<file path="src/rtl/scr1_bpu_pkg.sv">
// Shared types for the BPU prediction tracker: tracked entry layout and fall-through sizes.
`ifndef SCR1_XLEN
`define SCR1_XLEN 32
`endif

package scr1_bpu_pkg;

  localparam int unsigned SCR1_BPU_XLEN = `SCR1_XLEN;

  localparam logic [2:0] SCR1_BPU_FT_RVI = 3'd4;
  localparam logic [2:0] SCR1_BPU_FT_RVC = 3'd2;

  typedef struct packed {
    logic [SCR1_BPU_XLEN-1:0] pc;
    logic                     rvi;
    logic                     pred_taken;
    logic [SCR1_BPU_XLEN-1:0] pred_pc;
    logic                     btb_hit;
  } type_scr1_bpu_trk_entry_s;

endpackage

</file>
<file path="src/rtl/scr1_bpu_trk_fifo.sv">
// Circular store of in-flight predictions; head visible combinationally, updates on the clock.
// Clear beats push/pop; the caller gates pushes so none lands while full without a pop.
module scr1_bpu_trk_fifo
  import scr1_bpu_pkg::*;
#(
  parameter int unsigned DEPTH = 4
) (
  input  logic                     clk,
  input  logic                     rst_n,
  input  logic                     push_i,
  input  type_scr1_bpu_trk_entry_s push_dat_i,
  input  logic                     pop_i,
  input  logic                     clr_i,
  output type_scr1_bpu_trk_entry_s head_o,
  output logic                     full_o,
  output logic                     empty_o
);

  localparam int unsigned PW = $clog2(DEPTH);
  localparam int unsigned CW = PW + 1;

  logic [PW-1:0] wr_ptr_q, wr_ptr_d;
  logic [PW-1:0] rd_ptr_q, rd_ptr_d;
  logic [CW-1:0] count_q, count_d;

  type_scr1_bpu_trk_entry_s mem_q [DEPTH];

  always_comb begin
    wr_ptr_d = wr_ptr_q;
    rd_ptr_d = rd_ptr_q;
    count_d  = count_q;
    if (clr_i) begin
      wr_ptr_d = '0;
      rd_ptr_d = '0;
      count_d  = '0;
    end else begin
      if (push_i) wr_ptr_d = wr_ptr_q + PW'(1);
      if (pop_i)  rd_ptr_d = rd_ptr_q + PW'(1);
      count_d = count_q + {{PW{1'b0}}, push_i} - {{PW{1'b0}}, pop_i};
    end
  end

  always_ff @(posedge clk or negedge rst_n) begin
    if (!rst_n) begin
      wr_ptr_q <= '0;
      rd_ptr_q <= '0;
      count_q  <= '0;
    end else begin
      wr_ptr_q <= wr_ptr_d;
      rd_ptr_q <= rd_ptr_d;
      count_q  <= count_d;
    end
  end

  // Payload needs no reset: count gates every read.
  always_ff @(posedge clk) begin
    if (push_i && !clr_i) mem_q[wr_ptr_q] <= push_dat_i;
  end

  assign head_o  = mem_q[rd_ptr_q];
  assign full_o  = (count_q == CW'(DEPTH));
  assign empty_o = (count_q == '0);

endmodule

</file>
<file path="src/rtl/scr1_bpu_pred_tracker.sv">
// Matches EXU resolutions against stored IFU predictions; BPU update and redirect 1 cycle later.
// IFU stalls on trk2ifu_full_o (a same-cycle pop frees a slot); flush and mispredict clear all entries.
module scr1_bpu_pred_tracker
  import scr1_bpu_pkg::*;
#(
  parameter int unsigned DEPTH = 4,
  parameter int unsigned XLEN  = `SCR1_XLEN
) (
  input  logic            clk,
  input  logic            rst_n,
  input  logic            ifu2trk_push_i,
  input  logic [XLEN-1:0] ifu2trk_pc_i,
  input  logic            ifu2trk_rvi_i,
  input  logic            ifu2trk_pred_taken_i,
  input  logic [XLEN-1:0] ifu2trk_pred_pc_i,
  input  logic            ifu2trk_btb_hit_i,
  output logic            trk2ifu_full_o,
  input  logic            exu2trk_res_vld_i,
  input  logic            exu2trk_b_type_i,
  input  logic            exu2trk_taken_i,
  input  logic [XLEN-1:0] exu2trk_target_i,
  input  logic            pipe2trk_flush_i,
  output logic            trk2bpu_b_type_o,
  output logic            trk2bpu_pc_new_req_o,
  output logic [XLEN-1:0] trk2bpu_pc_prev_o,
  output logic [XLEN-1:0] trk2bpu_pc_new_o,
  output logic            trk2bpu_prev_prediction_o,
  output logic            trk2bpu_btb_miss_o,
  output logic            trk2pipe_flush_o,
  output logic [XLEN-1:0] trk2pipe_flush_pc_o,
  output logic            trk_underflow_o
);

  type_scr1_bpu_trk_entry_s push_dat;
  type_scr1_bpu_trk_entry_s head;
  logic full, empty, pop, mispred, clr, push_ok;
  logic [XLEN-1:0] ft_pc;

  logic            b_type_q, b_type_d;
  logic            pc_new_req_q, pc_new_req_d;
  logic [XLEN-1:0] pc_prev_q, pc_prev_d;
  logic [XLEN-1:0] pc_new_q, pc_new_d;
  logic            prev_pred_q, prev_pred_d;
  logic            btb_miss_q, btb_miss_d;
  logic            flush_q, flush_d;
  logic [XLEN-1:0] flush_pc_q, flush_pc_d;
  logic            underflow_q, underflow_d;

  assign push_dat = '{pc:         ifu2trk_pc_i,
                      rvi:        ifu2trk_rvi_i,
                      pred_taken: ifu2trk_pred_taken_i,
                      pred_pc:    ifu2trk_pred_pc_i,
                      btb_hit:    ifu2trk_btb_hit_i};

  // External flush outranks everything, including a resolution in the same cycle.
  assign pop     = exu2trk_res_vld_i && !empty && !pipe2trk_flush_i;
  assign mispred = (head.pred_taken != exu2trk_taken_i)
                || (exu2trk_taken_i && (head.pred_pc != exu2trk_target_i));
  assign clr     = pipe2trk_flush_i || (pop && mispred);
  assign push_ok = ifu2trk_push_i && (!full || pop) && !clr;
  assign ft_pc   = head.pc + XLEN'(head.rvi ? SCR1_BPU_FT_RVI : SCR1_BPU_FT_RVC);

  scr1_bpu_trk_fifo #(.DEPTH(DEPTH)) i_fifo (
    .clk        (clk),
    .rst_n      (rst_n),
    .push_i     (push_ok),
    .push_dat_i (push_dat),
    .pop_i      (pop),
    .clr_i      (clr),
    .head_o     (head),
    .full_o     (full),
    .empty_o    (empty)
  );

  always_comb begin
    b_type_d     = pop && exu2trk_b_type_i;
    pc_new_req_d = pop && exu2trk_taken_i;
    prev_pred_d  = pop && head.pred_taken;
    btb_miss_d   = pop && exu2trk_taken_i && !head.btb_hit;
    flush_d      = pop && mispred;
    underflow_d  = exu2trk_res_vld_i && empty && !pipe2trk_flush_i;
    pc_prev_d    = pc_prev_q;
    pc_new_d     = pc_new_q;
    flush_pc_d   = flush_pc_q;
    if (pop) begin
      pc_prev_d = head.pc;
      pc_new_d  = exu2trk_target_i;
    end
    if (pop && mispred) flush_pc_d = exu2trk_taken_i ? exu2trk_target_i : ft_pc;
  end

  always_ff @(posedge clk or negedge rst_n) begin
    if (!rst_n) begin
      b_type_q     <= 1'b0;
      pc_new_req_q <= 1'b0;
      pc_prev_q    <= '0;
      pc_new_q     <= '0;
      prev_pred_q  <= 1'b0;
      btb_miss_q   <= 1'b0;
      flush_q      <= 1'b0;
      flush_pc_q   <= '0;
      underflow_q  <= 1'b0;
    end else begin
      b_type_q     <= b_type_d;
      pc_new_req_q <= pc_new_req_d;
      pc_prev_q    <= pc_prev_d;
      pc_new_q     <= pc_new_d;
      prev_pred_q  <= prev_pred_d;
      btb_miss_q   <= btb_miss_d;
      flush_q      <= flush_d;
      flush_pc_q   <= flush_pc_d;
      underflow_q  <= underflow_d;
    end
  end

  assign trk2ifu_full_o            = full;
  assign trk2bpu_b_type_o          = b_type_q;
  assign trk2bpu_pc_new_req_o      = pc_new_req_q;
  assign trk2bpu_pc_prev_o         = pc_prev_q;
  assign trk2bpu_pc_new_o          = pc_new_q;
  assign trk2bpu_prev_prediction_o = prev_pred_q;
  assign trk2bpu_btb_miss_o        = btb_miss_q;
  assign trk2pipe_flush_o          = flush_q;
  assign trk2pipe_flush_pc_o       = flush_pc_q;
  assign trk_underflow_o           = underflow_q;

endmodule

</file>
<file path="config.mk">
export PLATFORM = sky130hd
export DESIGN_NAME = scr1_bpu_pred_tracker
export DESIGN_NICKNAME = d
export VERILOG_FILES = /design/src/rtl/scr1_bpu_pkg.sv /design/src/rtl/scr1_bpu_trk_fifo.sv /design/src/rtl/scr1_bpu_pred_tracker.sv
export SDC_FILE = /design/constraint.sdc
export NUM_CORES = 1
export LEC_CHECK = 0
export CORE_MARGIN = 2
export CORE_UTILIZATION = 55
export DETAILED_ROUTE_END_ITERATION = 12
export DONT_BUFFER_PORTS = 1
export MAX_ROUTING_LAYER = met4
export PLACE_DENSITY = 0.7
export SLEW_MARGIN = 10
export SYNTH_ARGS = -nofsm -noshare
export SYNTH_HDL_FRONTEND = slang
export SYNTH_HIERARCHICAL = 1
export SYNTH_SLANG_ARGS = --single-unit
</file>
<file path="constraint.sdc">
create_clock -name clk -period 6.03 [get_ports clk]
set_input_delay 0.9045 -clock clk [delete_from_list [all_inputs] [get_ports clk]]
set_output_delay 0.9045 -clock clk [all_outputs]
set_load 0.02 [all_outputs]
</file>
==> results of run 1 <==
flip-flops by register name, indices dropped and copies added (netlist names), 2 cells and up:
signal               flops
i_fifo/mem_q           268
i_fifo/count_q           3
i_fifo/rd_ptr_q          2
trk2bpu_pc_prev_o       32
trk2bpu_pc_new_o        32
i_fifo/wr_ptr_q          2
trk2pipe_flush_pc_o     32
final timing paths:
kind / start / end / depth (start not counted)
max: i_fifo/rd_ptr_q[0] / i_fifo/mem_q[0][0] / 12
min: rst_n / trk2bpu_pc_new_o[30] / 0
max reg2reg: i_fifo/rd_ptr_q[0] / i_fifo/mem_q[0][0] / 12
min reg2reg: i_fifo/wr_ptr_q[0] / i_fifo/wr_ptr_q[0] / 2
max in group asynchronous: rst_n / trk2bpu_pc_new_o[2] / 0
min in group clk: ifu2trk_pred_pc_i[18] / i_fifo/mem_q[2][19] / 0
cell families after synthesis:
logic type	Yosys count
xor+xnor	64
flops	377
simple gates	90
fa+ha+maj	10
mux	149
buf+inv	47
compound gates	52
layer usage:
layer,vias to the layer above,GRT usage,wire (µm)
met3,68,0.0821,3150
met5,-,-,0
li1,3153,-,-
met2,298,0.386,16400
met4,0,0.0836,1050
met1,3874,0.303,13100
cells in the mapped netlist (all sizes together), types with 2 or more instances:
cell type,n
dfrtp,109
nor2b,3
nor3,5
a21oi,2
a2bb2oi,19
nand2,16
o22ai,19
nand4,11
xor2,32
mux2,79
mux4,67
nor3b,2
xnor2,31
and3,5
buf,21
clkbuf,15
and2,6
nor4,9
nand3,16
fa,2
nor2,11
edfxtp,268
ha,8
mux2i,3
o21ai,10
inv,11
power breakdown:
part	total [W]	internal, W	switching, W
Sequential	0.00390	0.00318	0.000724
Combinational	0.00103	0.000582	0.000450
Clock	0.00240	0.00144	0.000957
cell type report:
| type | instances | area [µm²] |
|---|---|---|
| Sequential cell | 377 | 10800 |
| Fill cell | 1825 | 10200 |
| Multi-Input combinational cell | 365 | 4040 |
| Clock buffer | 52 | 1130 |
| Tap cell | 341 | 427 |
| Clock inverter | 19 | 176 |
| Timing Repair Buffer | 16 | 170 |
| Inverter | 11 | 41.3 |
cells in the final DEF, fill, tap and decap left out, types with 6 or more instances in the layout:
cell       instances
edfxtp_1         268
dfrtp_1          107
mux2_2            72
mux4_2            67
clkbuf_16         41
xor2_1            32
xnor2_1           31
o22ai_1           19
a2bb2oi_1         19
nand3_1           16
nand2_1           16
buf_4             12
inv_1             11
nand4_1           11
nor2_1            11
o21ai_0           10
nor4_1             8
ha_1               8
mux2_4             7
clkbuf_8           6
clkinv_1           6
metrics by stage:
| stage | instances | area, µm² | setup WS [ps] | total power [W] | util |
|---|---|---|---|---|---|
| 6_report | 1181 | 16800 | 653 | 0.00734 | 0.622 |
| 5_1_grt | 1181 | 16800 | 335 | 0.00759 | 0.622 |
| 4_1_cts | 1181 | 16800 | 641 | 0.00739 | 0.622 |
| 3_5_place_dp | 1110 | 15500 | 703 | 0.00499 | 0.573 |
| 3_3_place_gp | 1110 | 15500 | 851 | 0.00495 | 0.573 |
| 2_1_floorplan | 789 | 15100 | 804 | 0.00472 | - |
==> summary.md, run 1 <==
| Metric | Value |
|---|---|
| Tcrit/Tclk final | `0.892` |
| Max Clk Rate | `186 MHz` |
| WP data arrival | `5570 ps` |
| CP max-delay cell | `dfrtp_4` |
| Row cnt | `60` |
| Global route overflow | `0` |
| Net total in the final layout | `between 900 and 1000` |
| GP Congestion | `0.924` |
| Clk sinks | `377` |
| Status | `finished, final reports clean` |
| Fin. Hold Viols | `0` |
| P_leak | `5.72 nW` |
| Req. time, crit path | `6230 ps` |
| Crit path launch type | `flip-flop` |
| Compound-Gate Fraction of Synth Area | `0.0242` |
| Seq cells post-synth | `377` |
| Post-synthesis sequential area ratio | `0.712` |
| Total track usage | `0.246` |
| Post-DP HPWL | `23200 µm` |
| Max VDD drop | `about 0.00027 V` |
| Slew Limit Headroom | `0.407` |
| H-tree depth | `2` |
| Worst path bufs/invs | `3` |
| Area fraction of the dominant cell type after synthesis | `0.532` |
| Clk Latency, worst-skew pair | `530 ps` |
| IO Port Bufs | `0` |
| Final setup fails | `0` |
| Distinct cells, synth | `39` |
| Post-CTS resize count | `0` |
| TritonCTS buffer count | `39` |
| Clk_skew | `15.2 ps` |
| Initial Utilization | `0.561` |
| DRC viols | `0` |
| Simple-gate share of the synthesized area | `0.0321` |
| Net Count, Synth | `just over 900` |
| Die ar. | `28800 µm²` |
| Worst-path maximum fanout | `41` |
| HP Class | `in2async` |
| Post-Synth XOR/XNOR Area | `0.0380` |
| Vias per cell | `6.26` |
| Largest net degree at the start of global routing | `110` |
| Biggest area consumer among synthesized cells | `edfxtp_1` |
| CP top delay family | `simple AND/OR/NAND/NOR gates` |
| Setup CP Type | `reg2reg` |
| Number of max-cap violations | `0` |
| First-pass GRT wire length | `a little under 50000 µm` |
| Final WL | `33800 µm` |
| CP endpoint kind | `flip-flop` |
| CP cell instances | `buf_4 -> mux4_2 -> xor2_1 -> nor4_1 -> nand4_1 -> or4_1 -> buf_4 -> o211a_1 -> nor3_1 -> nor2b_1 -> and2_4 -> buf_12` |
| Vias in the first global route | `7818` |
| Final Max Tran Viols | `0` |
| N_diodes | `0` |
| CTS clk-pin slew, worst paths | `60 ps` |
| YS warnings | `6` |
| Initial antenna violation count | `0` |
| Post-synth EDFFs | `268` |
| Multiplexer area fraction after synthesis | `0.162` |
| Antenna Nets Post-Route | `0` |
| Tmin final | `5380 ps` |
| Die height | `170 µm` |
| CP max stage delay | `640 ps` |
| P per Cell Area | `438 nW/µm²` |
| Post-Route Setup TNS | `0 ps` |
| Via count | `7393` |
| Mapped Area | `15100 µm²` |
| Worst hold slack | `73.4 ps` |
| Share of cells above drive strength 1 | `0.276` |
| DRT iter0 DRCs | `682` |
| Area of the core | `27000 µm²` |
| Main combinational cell family by area after synthesis | `multiplexers` |
| Worst Max-Slew Pin Slew | `887 ps` |
| Drt pass-1 iters | `5` |
| Main area contributors after synthesis | `edfxtp_1 53%, dfrtp_1 18%, mux4_2 10%` |
| Worst-case clock buffer depth | `3` |
| Synth Area in Adders | `0.00926` |
| Cells after Synth | `between 700 and 800` |
| Synthesized area per cell | `approximately 19 µm²` |
| Drt wl/cell | `roughly 29 µm` |
| R2r setup slk | `~650 ps` |
| CTS Hold Bufs | `0` |
| I/O pins | `209` |
| Crit-path most repeated cell | `buf_4` |
| Async S/R FF share, synth | `0.289` |
| Die X | `170 µm` |
| CTS root buffer | `clkbuf_16` |
| Setup bufs post-CTS | `0` |
| CTS tree | `built` |
| Top_reg_cell synth | `edfxtp_1` |
| Unrepaired setup endpoints after global routing | `no` |
| Area Overhead vs Synth | `10.8%` |
No activity file was read; power rests on OpenSTA's default activity.
==> inputs of run 2 (changes only) <==
CAP_MARGIN = 20   (was unset)
TNS_END_PERCENT = 10   (was unset)
==> results of run 2 <==
No change in the layout: final DEF, timing and power equal those of run 1.
